$ cat src/rtl/d2l_pkg.sv
// d2l_pkg: shared definitions for the multi-lane D2L word loopback block.
//   - serial frame constants (start/stop levels, framing overhead in bits)
//   - TX and per-lane RX state encodings
//   - even-parity helper used by both the transmitter and the lane receivers
package d2l_pkg;

   localparam logic START_BIT = 1'b0;
   localparam logic STOP_BIT  = 1'b1;
   localparam int   FRAME_OVH = 3;      // start + parity + stop
   localparam int   MAX_SEG_W = 256;    // widest segment the parity helper accepts

   typedef enum logic [1:0] {
      TX_IDLE,
      TX_SEND,
      TX_WAIT
   } tx_state_t;

   typedef enum logic [2:0] {
      RX_HUNT,
      RX_DATA,
      RX_PAR,
      RX_STOP,
      RX_DONE
   } rx_state_t;

   // Even parity: the parity bit makes the total count of ones even, which is
   // simply the XOR of the segment. Callers zero-extend to MAX_SEG_W; the
   // padding does not change the XOR.
   function automatic logic even_par(input logic [MAX_SEG_W-1:0] v);
      return ^v;
   endfunction

endpackage

$ cat src/rtl/d2l_multilane_if.sv
// d2l_multilane_if: word-level host interface of d2l_multilane.
//   master (host side) drives : out_en, loopback, DATA_IN
//   slave  (block side) drives: BUSY, DONE, ERR, LANE_ERR, DATA_OUT
// Parameters DATA_W and LANES must match the d2l_multilane instance.
interface d2l_multilane_if #(
   parameter int DATA_W = 64,
   parameter int LANES  = 4
);
   logic              out_en;
   logic              loopback;
   logic [DATA_W-1:0] DATA_IN;
   logic              BUSY;
   logic              DONE;
   logic              ERR;
   logic [LANES-1:0]  LANE_ERR;
   logic [DATA_W-1:0] DATA_OUT;

   modport master (
      output out_en, loopback, DATA_IN,
      input  BUSY, DONE, ERR, LANE_ERR, DATA_OUT
   );

   modport slave (
      input  out_en, loopback, DATA_IN,
      output BUSY, DONE, ERR, LANE_ERR, DATA_OUT
   );
endinterface

$ cat src/rtl/d2l_lane_rx.sv
// d2l_lane_rx: receiver for one serial lane.
//   clk, rstn : clock, asynchronous active-low reset
//   clear     : forces the receiver back to HUNT (block completion or idle)
//   line      : serial input, idle high
//   seg       : received segment, LSB first on the line
//   done      : frame fully received (stop bit sampled)
//   par_err   : received parity bit differs from the even parity of seg
//   stop_err  : stop bit sampled as 0
module d2l_lane_rx
   import d2l_pkg::*;
#(
   parameter int SEG_W = 16
) (
   input  logic             clk,
   input  logic             rstn,
   input  logic             clear,
   input  logic             line,
   output logic [SEG_W-1:0] seg,
   output logic             done,
   output logic             par_err,
   output logic             stop_err
);

   localparam int CW = $clog2(SEG_W + 1);

   rx_state_t       state;
   logic [CW-1:0]   cnt;

   always_ff @(posedge clk or negedge rstn) begin
      if (!rstn) begin
         state    <= RX_HUNT;
         cnt      <= '0;
         seg      <= '0;
         par_err  <= 1'b0;
         stop_err <= 1'b0;
      end else if (clear) begin
         state <= RX_HUNT;
         cnt   <= '0;
      end else begin
         case (state)
            RX_HUNT: begin
               if (line == START_BIT) begin
                  state    <= RX_DATA;
                  cnt      <= '0;
                  par_err  <= 1'b0;
                  stop_err <= 1'b0;
               end
            end
            RX_DATA: begin
               // LSB arrives first, so each new bit enters at the top and
               // the first one ends up at bit 0 after SEG_W shifts.
               seg <= (seg >> 1) | (SEG_W'(line) << (SEG_W - 1));
               if (cnt == CW'(SEG_W - 1)) begin
                  state <= RX_PAR;
               end else begin
                  cnt <= cnt + CW'(1);
               end
            end
            RX_PAR: begin
               par_err <= (line != even_par(MAX_SEG_W'(seg)));
               state   <= RX_STOP;
            end
            RX_STOP: begin
               stop_err <= (line != STOP_BIT);
               state    <= RX_DONE;
            end
            RX_DONE: begin
               // Hold until the block completes and clears every lane.
            end
            default: state <= RX_HUNT;
         endcase
      end
   end

   assign done = (state == RX_DONE);

endmodule

$ cat src/rtl/d2l_multilane.sv
// d2l_multilane: splits a DATA_W word into LANES segments, sends each as a
// framed serial stream (start, data LSB first, even parity, stop) on its own
// lane, receives every lane independently and reassembles the word.
//   clk, rstn : clock, asynchronous active-low reset
//   host      : word-level interface (out_en, loopback, DATA_IN in;
//               BUSY, DONE, ERR, LANE_ERR, DATA_OUT out)
//   ser_in    : external receive lines, idle high (used when loopback=0)
//   ser_out   : registered transmit lines, idle high
module d2l_multilane
   import d2l_pkg::*;
#(
   parameter int DATA_W  = 64,
   parameter int LANES   = 4,
   parameter int TIMEOUT = 256
) (
   input  logic              clk,
   input  logic              rstn,
   d2l_multilane_if.slave    host,
   input  logic [LANES-1:0]  ser_in,
   output logic [LANES-1:0]  ser_out
);

   localparam int SEG_W   = DATA_W / LANES;
   localparam int FRAME_W = SEG_W + FRAME_OVH;
   localparam int BCW     = $clog2(FRAME_W);
   localparam int TCW     = $clog2(TIMEOUT + 1);

   if (LANES < 1 || (DATA_W % LANES) != 0) begin : g_bad_lanes
      $error("d2l_multilane: DATA_W must be a non-zero multiple of LANES");
   end
   if (SEG_W > MAX_SEG_W) begin : g_bad_seg
      $error("d2l_multilane: segment wider than MAX_SEG_W");
   end
   if (TIMEOUT < SEG_W + 8) begin : g_bad_timeout
      $error("d2l_multilane: TIMEOUT must be at least SEG_W+8");
   end

   tx_state_t          tx_state;
   logic [BCW-1:0]     bit_cnt;
   logic [TCW-1:0]     tcnt;
   logic [FRAME_W-1:0] tx_sh [LANES];
   logic               loop_q;
   logic               busy;
   logic               done;
   logic               err;
   logic [LANES-1:0]   lane_err;
   logic [DATA_W-1:0]  data_out;

   logic [LANES-1:0]   rx_line;
   logic [DATA_W-1:0]  rx_seg;
   logic [LANES-1:0]   rx_done;
   logic [LANES-1:0]   rx_par_err;
   logic [LANES-1:0]   rx_stop_err;
   logic               rx_clear;
   logic               complete;
   logic [DATA_W-1:0]  word_next;
   logic [LANES-1:0]   lane_err_next;

   // In loopback the receivers sample the registered tx lines directly.
   assign rx_line  = loop_q ? ser_out : ser_in;

   // All-done wins over timeout in the same cycle simply because a lane that
   // is done never reports a timeout error below.
   assign complete = busy && ((&rx_done) || (tcnt == TCW'(TIMEOUT)));

   // Receivers only run while a transfer is in flight.
   assign rx_clear = complete || !busy;

   for (genvar i = 0; i < LANES; i++) begin : g_lane
      d2l_lane_rx #(.SEG_W(SEG_W)) u_rx (
         .clk      (clk),
         .rstn     (rstn),
         .clear    (rx_clear),
         .line     (rx_line[i]),
         .seg      (rx_seg[i*SEG_W +: SEG_W]),
         .done     (rx_done[i]),
         .par_err  (rx_par_err[i]),
         .stop_err (rx_stop_err[i])
      );
   end

   // NOTE: combinational blocks assign every output a default first so no
   // path leaves a value unassigned and a latch is never inferred.
   always_comb begin
      word_next     = '0;
      lane_err_next = '0;
      for (int i = 0; i < LANES; i++) begin
         // A lane that never finished contributes zero and flags an error.
         if (rx_done[i]) begin
            word_next[i*SEG_W +: SEG_W] = rx_seg[i*SEG_W +: SEG_W];
         end
         lane_err_next[i] = rx_par_err[i] | rx_stop_err[i] | ~rx_done[i];
      end
   end

   // NOTE: sequential state uses non-blocking assignments so every register
   // samples pre-edge values regardless of statement order.
   always_ff @(posedge clk or negedge rstn) begin
      if (!rstn) begin
         tx_state <= TX_IDLE;
         bit_cnt  <= '0;
         tcnt     <= '0;
         loop_q   <= 1'b0;
         busy     <= 1'b0;
         done     <= 1'b0;
         err      <= 1'b0;
         lane_err <= '0;
         data_out <= '0;
         ser_out  <= '1;
         // NOTE: the per-lane shift registers are plain flops, not a RAM, so
         // they are reset along with the rest of the state.
         for (int i = 0; i < LANES; i++) begin
            tx_sh[i] <= '1;
         end
      end else begin
         done <= 1'b0;
         if (busy) begin
            tcnt <= tcnt + TCW'(1);
         end

         case (tx_state)
            TX_IDLE: begin
               ser_out <= '1;
               if (host.out_en) begin
                  tx_state <= TX_SEND;
                  bit_cnt  <= '0;
                  tcnt     <= '0;
                  loop_q   <= host.loopback;
                  busy     <= 1'b1;
                  for (int i = 0; i < LANES; i++) begin
                     tx_sh[i] <= {STOP_BIT,
                                  even_par(MAX_SEG_W'(host.DATA_IN[i*SEG_W +: SEG_W])),
                                  host.DATA_IN[i*SEG_W +: SEG_W],
                                  START_BIT};
                  end
               end
            end
            TX_SEND: begin
               for (int i = 0; i < LANES; i++) begin
                  ser_out[i] <= tx_sh[i][0];
                  tx_sh[i]   <= {1'b1, tx_sh[i][FRAME_W-1:1]};
               end
               if (bit_cnt == BCW'(FRAME_W - 1)) begin
                  tx_state <= TX_WAIT;
               end else begin
                  bit_cnt <= bit_cnt + BCW'(1);
               end
            end
            TX_WAIT: begin
               ser_out <= '1;
            end
            default: tx_state <= TX_IDLE;
         endcase

         if (complete) begin
            tx_state <= TX_IDLE;
            busy     <= 1'b0;
            done     <= 1'b1;
            ser_out  <= '1;
            data_out <= word_next;
            lane_err <= lane_err_next;
            err      <= |lane_err_next;
         end
      end
   end

   assign host.BUSY     = busy;
   assign host.DONE     = done;
   assign host.ERR      = err;
   assign host.LANE_ERR = lane_err;
   assign host.DATA_OUT = data_out;

endmodule

$ cat src/flat_wrapper.sv
// flat-port wrapper written by rule: the top's interface ports become plain ports
module d2l_multilane_flat import d2l_pkg::*;
#(
   parameter int DATA_W  = 64,
   parameter int LANES   = 4,
   parameter int TIMEOUT = 256
)
  (clk, rstn, ser_in, ser_out, host_out_en, host_loopback, host_DATA_IN, host_BUSY, host_DONE, host_ERR, host_LANE_ERR, host_DATA_OUT);
  d2l_multilane_if #(.DATA_W(DATA_W), .LANES(LANES)) host_i ();
  input  logic clk;
  input  logic rstn;
  input  logic [LANES-1:0] ser_in;
  output logic [LANES-1:0] ser_out;
  input wire logic [$bits(host_i.out_en)-1:0] host_out_en;
  input wire logic [$bits(host_i.loopback)-1:0] host_loopback;
  input wire logic [$bits(host_i.DATA_IN)-1:0] host_DATA_IN;
  output wire logic [$bits(host_i.BUSY)-1:0] host_BUSY;
  output wire logic [$bits(host_i.DONE)-1:0] host_DONE;
  output wire logic [$bits(host_i.ERR)-1:0] host_ERR;
  output wire logic [$bits(host_i.LANE_ERR)-1:0] host_LANE_ERR;
  output wire logic [$bits(host_i.DATA_OUT)-1:0] host_DATA_OUT;
  assign host_i.out_en = host_out_en;
  assign host_i.loopback = host_loopback;
  assign host_i.DATA_IN = host_DATA_IN;
  assign host_BUSY = host_i.BUSY;
  assign host_DONE = host_i.DONE;
  assign host_ERR = host_i.ERR;
  assign host_LANE_ERR = host_i.LANE_ERR;
  assign host_DATA_OUT = host_i.DATA_OUT;
  d2l_multilane #(.DATA_W(DATA_W), .LANES(LANES), .TIMEOUT(TIMEOUT)) u_core (.clk(clk), .rstn(rstn), .host(host_i), .ser_in(ser_in), .ser_out(ser_out));
endmodule
$ cat config.mk
export PLATFORM = sky130hd
export DESIGN_NAME = d2l_multilane_flat
export DESIGN_NICKNAME = d
export VERILOG_FILES = /design/src/rtl/d2l_pkg.sv /design/src/rtl/d2l_multilane_if.sv /design/src/rtl/d2l_lane_rx.sv /design/src/rtl/d2l_multilane.sv /design/src/flat_wrapper.sv
export SDC_FILE = /design/constraint.sdc
export NUM_CORES = 1
export LEC_CHECK = 0
export CELL_PAD_IN_SITES_DETAIL_PLACEMENT = 2
export CELL_PAD_IN_SITES_GLOBAL_PLACEMENT = 2
export CORE_ASPECT_RATIO = 1.2
export CORE_MARGIN = 4
export CORE_UTILIZATION = 33
export DETAILED_ROUTE_END_ITERATION = 7
export PLACE_DENSITY_LB_ADDON = 0.1
export SLEW_MARGIN = 20
export SYNTH_ARGS = -nofsm -noshare
export SYNTH_HDL_FRONTEND = slang
export SYNTH_SLANG_ARGS = --single-unit
$ cat constraint.sdc
create_clock -name clk -period 2 [get_ports clk]
set_input_delay 0.2 -clock clk [delete_from_list [all_inputs] [get_ports clk]]
set_output_delay 0.2 -clock clk [all_outputs]
set_load 0.1 [all_outputs]
==> results of run 1 <==
## area by class of cell
class | instances | share of cell area (%)
Clock buffer | 38 | 5.09
Clock inverter | 19 | 1.40
Inverter | 15 | 0.371
Multi-Input combinational cell | 845 | 35.1
Sequential cell | 268 | 41.2
Tap cell | 480 | 3.63
Timing Repair Buffer | 226 | 13.2
## layer usage
metal / GRT usage (%) / share of wire, % / vias to the layer above
li1: - / - / 4455
met5: 0 / 0 / -
met4: 3.01 / 1.4 / 0
met1: 19.1 / 42 / 4745
met3: 3.18 / 4.5 / 34
met2: 28.6 / 52 / 132
## worst max-delay path: cells and delay by family (launching register included)
family                     cells  cell delay (ns)
and+or+nand+nor                3             0.73
AOI/OAI and AO/OA              2             0.43
DFF                            1             0.38
buffers and inverters          3             0.32
adders and majority gates      1             0.15
## through the flow
stage | util [%] | cells
floorplan | - | 1193
global placement | 40.1 | 1827
detailed placement | 40.1 | 1827
CTS | 43.1 | 1886
global route | 43.5 | 1891
finish | 43.5 | 1891
## how the worst max path moves through the flow
stage                   start                              to  slack (ns)  cells after the start
3_5_place_dp   u_core.tcnt[0]    u_core.g_lane[1].u_rx.cnt[2]       -0.21                      9
5_1_grt        u_core.tcnt[0]  u_core.g_lane[3].u_rx.stop_err       -0.23                      9
4_1_cts        u_core.tcnt[0]  u_core.g_lane[2].u_rx.stop_err       -0.12                     10
6_report       u_core.tcnt[0]  u_core.g_lane[0].u_rx.stop_err       -0.14                      9
2_1_floorplan  u_core.tcnt[0]    u_core.g_lane[1].u_rx.seg[1]       -0.05                      7
3_3_place_gp   u_core.tcnt[0]    u_core.g_lane[1].u_rx.cnt[2]       -0.11                      9
## logic make-up after synthesis
kind of cell,count (synthesis)
AND/OR/NAND/NOR,344
flip-flops,268
AO/OA/AOI/OAI,218
multiplexers,142
XOR/XNOR,129
buffers and inverters,80
adder cells (fa/ha/maj),12
## report_power, final
| group | leakage [nW] | switching (W) | total, W | internal (W) |
|---|---|---|---|---|
| combinational | 3.31 | 0.00566 | 0.0116 | 0.00597 |
| sequential | 3.27 | 0.00169 | 0.00960 | 0.00791 |
| clock | 0.520 | 0.00235 | 0.00598 | 0.00362 |
## cell usage in the layout, fill, tap and decap left out, types with 5 or more instances in the layout
cell type	count
nand3_1	13
inv_1	13
clkinv_2	7
o31ai_1	7
a22o_1	5
mux2_1	5
mux2_2	63
mux2i_1	74
xor2_1	15
a31oi_1	5
nand2b_1	5
nand2_1	214
nor2b_1	10
clkbuf_16	32
and3_1	5
o21ai_1	22
xnor2_1	110
nor2_1	48
ha_1	11
buf_12	21
nand4_1	5
clkdlybuf4s50_1	70
buf_6	5
a21oi_1	13
o21ai_0	134
buf_4	126
dfrtp_1	191
dfstp_2	73
bufinv_16	5
## what timing repair did
item                                   CTS  global route
pin swaps                                1            13
gates cloned                             0             1
endpoints found under the hold margin  181             0
setup buffers                            2             5
gates resized for setup                 15            30
hold buffers                             1             0
setup endpoints to repair              161           165
## registers in the layout, indices dropped and copies added (netlist names)
| name | cells |
|---|---|
| u_core.tx_sh | 72 |
| u_core.g_lane.u_rx.seg | 64 |
| u_core.host.DATA_OUT | 64 |
| u_core.g_lane.u_rx.cnt | 20 |
| u_core.g_lane.u_rx.state | 12 |
| u_core.tcnt | 9 |
| u_core.bit_cnt | 5 |
| u_core.g_lane.u_rx.par_err | 4 |
| u_core.g_lane.u_rx.stop_err | 4 |
| u_core.host.LANE_ERR | 4 |
| u_core.ser_out | 4 |
| u_core.tx_state | 2 |
| u_core.host.BUSY | 1 |
| u_core.host.DONE | 1 |
| u_core.host.ERR | 1 |
| u_core.loop_q | 1 |
==> results.sh, run 1 <==
export IMPL_p_total_w=0.0272
export IMPL_min_period_over_period_pct=107
export IMPL_leakagePower_nw=7.11
export IMPL_syn_to_final_growth_pct=29.2
export IMPL_slew_violations=0
export IMPL_min_path_type="input pin to async pin"
export IMPL_worstPathArrival_ns=2.58
export IMPL_finalSetupTns_ns=-7.23
export IMPL_gp_congestion=0.710
export IMPL_violations="setup timing"
export IMPL_grt_pass1_wl_um=55200
export IMPL_syn_nets=1277
export IMPL_r2r_start="u_core.tcnt[0]"
export IMPL_r2r_end="u_core.g_lane[0].u_rx.stop_err"
export IMPL_synth_edf_count=0
export IMPL_hold_viol_final=0
export IMPL_ys_ff_latch=268
export IMPL_dr_pass1_iters=4
export IMPL_synth_top_family_by_area="simple AND/OR/NAND/NOR gates"
export IMPL_required_ns=2.44
export IMPL_ys_top_cells_by_area="dfrtp_1 38%, dfstp_2 16%, xnor2_1 7.5%, nand2_1 6.3%, mux2i_1 5.8%"
export IMPL_drive_gt1_share_pct=27.9
export IMPL_port_buffers=146
export IMPL_syn_area_per_cell_um2=10.7
export IMPL_vias=9366
export IMPL_post_route_min_period_ns=2.14
export IMPL_worst_setup_path_type="flop to flop"
export IMPL_ant_nets=0
export IMPL_num_antenna_cells=0
export IMPL_coreArea_um2=38100
export IMPL_clock_skew_ns=0.0103
export IMPL_async_reset_ff_share_pct=100
export IMPL_reg2reg_slack_ns=-0.14
export IMPL_multiInputGateArea_um2=5800
export IMPL_ys_flop_type="dfrtp_1"
export IMPL_worst_slack_ns=-0.135
export IMPL_yosys_area_share_adder_pct=1.17
export IMPL_die_area_um2=42000
export IMPL_die_w_um=188
export IMPL_grt_overflow=0
export IMPL_nets=1471
export IMPL_yosys_area_share_simple_pct=12.3
export IMPL_synth_common_cells="214 x nand2_1, 192 x dfrtp_1, 142 x o21ai_0"
export IMPL_synth_top_area_share_pct=37.5
export IMPL_grt_max_degree=61
export IMPL_endpoint_kind="flop"
export IMPL_viasPerCell=4.95
export IMPL_rsz0062_at_grt="yes"
export IMPL_yosysMostFrequentCell="nand2_1"
export IMPL_synth_largest_area_cell="dfrtp_1"
export IMPL_cts_sinks=268
export IMPL_ctsHtreeMaxLevel=1
export IMPL_clock_root_buffer="clkbuf_16"
export IMPL_setup_violations=137
export IMPL_path_max_fanout=6
export IMPL_critPathSlowestCell="or4b_4"
export IMPL_cts_tree="yes"
export IMPL_num_rows=78
export IMPL_grt_pass1_vias=10500
export IMPL_yosysUniqueCellTypes=58
export IMPL_status="finished, violations left"
export IMPL_cpPeakStageDelay_ns=0.54
export IMPL_holdWs_ns=0.155
export IMPL_ff_latch_area_um2=6810
export IMPL_drc=0
export IMPL_grt_usage_pct=15.6
export IMPL_synth_compound_area_share_pct=9.68
export IMPL_cts_made_buffers=31
export IMPL_worstMarginPinSlew_ns=0.562
export IMPL_synth_xor_area_share_pct=9.26
export IMPL_clk_latency_ns=0.56
export IMPL_crit_chain="inv_1 -> ha_2 -> or4b_4 -> o21ai_4 -> buf_6 -> clkbuf_16 -> or2_4 -> nor2_1 -> o22a_1"
export IMPL_dp_hpwl_um=23100
export IMPL_vdd_drop_max_mv=0.681
export IMPL_start_kind="flop"
export IMPL_clk_pin_slew_ns=0.06
export IMPL_p_per_area_nw_per_um2=1640
export IMPL_synthMuxAreaShare_pct=11.8
export IMPL_fin_area_um2=16500
export IMPL_clk_path_buf_depth=3
export IMPL_die_height_um=224
export IMPL_yosysWarningCount=0
export IMPL_max_slew_margin_pct=62.0
export IMPL_drt_iter0_drc=312
export IMPL_initial_utilization_pct=33.6
export IMPL_antenna_found_initial=0
export IMPL_fmax_mhz=468
export IMPL_fillers=3995
export IMPL_max_cap_violations=0
export IMPL_io_pins=147
export IMPL_synthesis_area_um2=12800
export IMPL_place_ws_ns=-0.209
export IMPL_drt_total_wl_um=32800
export IMPL_placed_cell_area_um2=15200
export IMPL_ys_seq_area_share_pct=53.1
export IMPL_r2r_cells=9
export IMPL_syn_inst=1193
export IMPL_wl_per_cell_um=17.4
Note: power is estimated with default switching activity, not from simulation.
==> run 2, diff against run 1 <==
--- a/config.mk
+++ b/config.mk
@@ -11,6 +11,7 @@
 export CORE_MARGIN = 4
 export CORE_UTILIZATION = 33
 export DETAILED_ROUTE_END_ITERATION = 7
+export GPL_TIMING_DRIVEN = 0
 export PLACE_DENSITY_LB_ADDON = 0.1
 export SLEW_MARGIN = 20
 export SYNTH_ARGS = -nofsm -noshare
==> run 2 against run 1 <==
The flow still finishes with violations (setup timing). Global-route usage grew 2.7 points. Clock power grew 4.5%. Power grew 6.6%. Via count grew 4.3%. Fmax shrank 4.5%. Clock skew grew 0.010 ns. Wire length grew 20%. Critical path depth grew 1. Setup slack lost 0.10 ns. Worst hold slack gained 0.031 ns. Final cell count grew 2.4%. Non-clock buffer count grew 43. Critical endpoint is now u_core.g_lane[1].u_rx.cnt[2].
==> results.sh, run 2 (synthesis gave the netlist of run 1 again) <==
export IMPL_violations="setup timing"
export IMPL_clock_skew_ns=0.0205
export IMPL_layout_commonest_cell="dfrtp_1"
export IMPL_endpoint_kind="flop"
export IMPL_path_delay_family="compound AO/OA/AOI/OAI gates"
export IMPL_die_height_um=224
export IMPL_ant_nets=0
export IMPL_cts_sinks=268
export IMPL_syn_to_final_growth_pct=41.7
export IMPL_grt_pass1_vias=11200
export IMPL_drt_total_wl_um=39400
export IMPL_wl_per_cell_um=20.4
export IMPL_clk_path_buf_depth=3
export IMPL_die_w_um=188
export IMPL_grt_overflow=0
export IMPL_p_sw_share_pct=36.5
export IMPL_crit_top_cell="buf_12"
export IMPL_critPathSlowestCell="or4b_4"
export IMPL_reg2reg_slack_ns=-0.24
export IMPL_antenna_found_initial=0
export IMPL_num_rows=78
export IMPL_r2r_end="u_core.g_lane[1].u_rx.cnt[2]"
export IMPL_cts_tree="yes"
export IMPL_leakagePower_nw=7.84
export IMPL_crit_chain="inv_1 -> ha_2 -> or4b_4 -> buf_12 -> o21ai_4 -> buf_6 -> buf_12 -> a211oi_4 -> o21ai_0 -> o21ai_2"
export IMPL_holdWs_ns=0.186
export IMPL_pwr_share_comb_pct=44.5
export IMPL_num_antenna_cells=0
export IMPL_instances_no_fill=1937
export IMPL_dp_hpwl_um=25600
export IMPL_dp_cells=1823
export IMPL_worst_setup_path_type="flop to flop"
export IMPL_grt_pass1_wl_um=62500
export IMPL_fmax_mhz=447
export IMPL_grt_usage_pct=18.3
export IMPL_worstPathArrival_ns=2.63
export IMPL_cpPeakStageDelay_ns=0.47
export IMPL_clk_latency_ns=0.52
export IMPL_ctsHtreeMaxLevel=2
export IMPL_p_per_area_nw_per_um2=1600
export IMPL_switching_power_w=0.0106
export IMPL_path_max_fanout=6
export IMPL_start_kind="flop"
export IMPL_power_frac_clock_pct=21.6
export IMPL_p_int_w=0.0184
export IMPL_clock_root_buffer="clkbuf_16"
export IMPL_drt_iter0_drc=267
export IMPL_cts_made_buffers=34
export IMPL_drc=0
export IMPL_max_slew_margin_pct=31.7
export IMPL_path_buf_inv=4
export IMPL_worst_slack_ns=-0.235
export IMPL_min_path_type="input pin to async pin"
export IMPL_slew_violations=0
export IMPL_dr_pass1_iters=4
export IMPL_max_cap_violations=0
export IMPL_vdd_drop_max_mv=0.762
export IMPL_post_route_min_period_ns=2.24
export IMPL_hold_viol_final=0
export IMPL_p_seq_share_pct=34.0
export IMPL_nets=1518
export IMPL_status="finished, violations left"
export IMPL_largest_reg_flops=72
export IMPL_setup_violations=163
export IMPL_initial_utilization_pct=33.6
export IMPL_vias=9773
export IMPL_min_period_over_period_pct=112
export IMPL_drive_gt1_share_pct=35.8
export IMPL_gp_congestion=0.729
export IMPL_port_buffers=146
export IMPL_clk_pin_slew_ns=0.06
export IMPL_die_area_um2=42000
export IMPL_io_pins=147
export IMPL_worstMarginPinSlew_ns=1.03
export IMPL_r2r_start="u_core.tcnt[0]"
export IMPL_coreArea_um2=38100
export IMPL_final_cell_mix="185 x dfrtp_1, 146 x nand2_1, 110 x xnor2_1"
export IMPL_r2r_cells=10
export IMPL_grt_max_degree=59
export IMPL_required_ns=2.39
export IMPL_viasPerCell=5.05
export IMPL_finalSetupTns_ns=-14.06
export IMPL_rsz0062_at_grt="yes"
export IMPL_regMostFlops="u_core.tx_sh"
## run 2: how the worst max path moves through the flow
stage	to	from	depth (start not counted)
floorplan	u_core.g_lane[1].u_rx.seg[1]	u_core.tcnt[0]	7
global placement	u_core.host.BUSY	rstn	1
detailed placement	u_core.host.DATA_OUT[43]	u_core.g_lane[1].u_rx.state[2]	6
CTS	u_core.g_lane[1].u_rx.cnt[3]	u_core.tcnt[0]	10
global route	u_core.g_lane[1].u_rx.cnt[2]	u_core.tcnt[1]	9
finish	u_core.g_lane[1].u_rx.cnt[2]	u_core.tcnt[0]	10
## run 2: per-layer routing
metal,vias up,global-route usage [%],share of wire [%]
met5,-,0,0
met4,0,4.78,1.6
met3,38,3.44,3.7
met2,141,34.9,55
met1,5039,20.8,40
li1,4555,-,-
## run 2: area by class of cell
type	instances	area [um2]
fill	3770	19900
tap	480	601
inverter	15	68.8
clock inverter	8	88.8
timing repair inverter	1	16.3
clock buffer	51	1040
timing repair buffer	212	2200
sequential	268	6820
multi-input combinational	845	6780
buffer	57	520
## run 2: power groups by stage
stage	combinational, W	clock [W]	sequential, W
finish	0.0129	0.00625	0.00984
global route	0.0139	0.00669	0.0102
CTS	0.0128	0.00644	0.00981
detailed placement	0.0111	0	0.00976
global placement	0.0107	0	0.00965
floorplan	0.00765	0	0.0102
## run 2: metrics by stage
stage	total power (W)	setup WS, ns	instance area [um2]	util, %
after floorplan	0.0179	-0.0492	12900	-
after global placement	0.0204	-12.78	14900	39.2
after detailed placement	0.0208	-0.721	15000	39.5
after CTS	0.0290	-0.218	17800	46.9
after global routing	0.0308	-0.321	18100	47.6
final	0.0290	-0.235	18100	47.6
## run 2: worst register-to-register path: cells and delay by family (launching register included)
kind	cells	cell delay, ns
DFF	1	0.37
AOI/OAI and AO/OA	4	0.60
buffers and inverters	4	0.52
adders and majority gates	1	0.15
and+or+nand+nor	1	0.47
## run 2: what timing repair did
item | CTS | global route
resized for setup | 459 | 190
pin swaps | 61 | 43
endpoints found under the hold margin | 126 | 0
gates cloned | 17 | 2
setup endpoints to repair | 331 | 233
buffers inserted | 44 | 7
hold buffers | 1 | 0
==> RTL change (settings of run 2) <==
Encoding of `tx_state_t`: now one-hot (3 bits for 3 states).
--- a/src/rtl/d2l_pkg.sv
+++ b/src/rtl/d2l_pkg.sv
@@ -9,10 +9,10 @@
    localparam int   FRAME_OVH = 3;      // start + parity + stop
    localparam int   MAX_SEG_W = 256;    // widest segment the parity helper accepts
 
-   typedef enum logic [1:0] {
-      TX_IDLE,
-      TX_SEND,
-      TX_WAIT
+   typedef enum logic [2:0] {
+      TX_IDLE = 3'b001,
+      TX_SEND = 3'b010,
+      TX_WAIT = 3'b100
    } tx_state_t;
 
    typedef enum logic [2:0] {
Formal check against the unedited RTL: no difference found for any inputs over 10 cycles, from zero or initial values and one cycle with rstn low; not proved beyond that.
==> RTL change against run 2 <==
The run still ends with setup timing left; worst setup slack better by 0.0088 ns; critical path type unchanged; maximum frequency is 0.40% higher; sequential power is 6.5% lower; worst hold slack better by 0.024 ns; largest cell class unchanged; sequential cell count is 1 higher; routed wire length is 9.9% higher; utilization is 0.40 points higher; total power is 12% lower; synthesized area hardly changed; critical endpoint is now u_core.host.LANE_ERR[1]; final area is 0.85% higher.
==> RTL change: results (changes against run 2) <==
* Iteration-0 DRC Markers at 358 (+34%)
* Avg Cell Area, Syn at 10.0 sq um (-6.7%)
* Internal power at 16.0 mW (-13%)
* DR vias at 10.4k (+6.3%)
* GR Util All Layers at 19.5% (+1.2 points)
* Slowest stage cell, crit path: dfrtp_1
* Status: finished with violations
* # fillers at 3,840 (+1.9%)
* R2R cell count at 12 (+2)
* Post-route core utilization at 48.1% (+0.40 points)
* Net count, final at 1,608 (+5.9%)
* Maximum fanout along the worst path at 9 (+3)
* Worst setup margin at -0.226 ns (+0.00880 ns)
* Layout cells sized above 1 at 37.6% (+1.8 points)
* Top post-synthesis cells by area: dfrtp_1, dfstp_2, nand2_1
* Worst IR Drop VDD at 0.787 mV (+3.2%)
* Violated checks: setup timing
* Worst path arrival time at 2.71 ns (+0.08 ns)
* Xor and xnor area share after synthesis at 9.33% (+0.078 points)
* Top delay family on crit path: buffers and inverters
* Placed Instances at 1,907 (+4.6%)
* Endpoints failing setup at 168 (+3.1%)
* Max layer used: met5
* Compound-gate portion of the synthesized area at 10.4% (+0.77 points)
* GR Util met2 at 38.1% (+3.2 points)
* Initial antenna violation count at 2 (+2)
* CTS HTree Levels at 1 (-1)
-- RTL change: changes by cell type after synthesis, sizes merged, moves of 4 or more --
cell	change
mux2i	-65
buf	+11
o21ai	-62
o22ai	+4
nand2	+77
nor2	+66
nor3	+4
nand3	-8
a31oi	+63
nor2b	-5
-- RTL change: area by class of cell --
cell class                      instances  area share [%]
Antenna cell                            1          0.0137
Buffer                                 69            3.56
Sequential cell                       269            37.4
Tap cell                              480            3.28
Timing Repair Buffer                  218            12.8
Clock inverter                          6           0.178
Clock buffer                           50            5.07
Multi-Input combinational cell        919            37.3
Inverter                               17           0.390
-- RTL change: repair_timing --
action,in CTS,in global routing
resized for setup,459,276
cloned,20,4
hold buffers,1,0
endpoints found under the hold margin,86,0
pin swaps,55,98
setup buffers,43,14
setup endpoints to repair,341,271
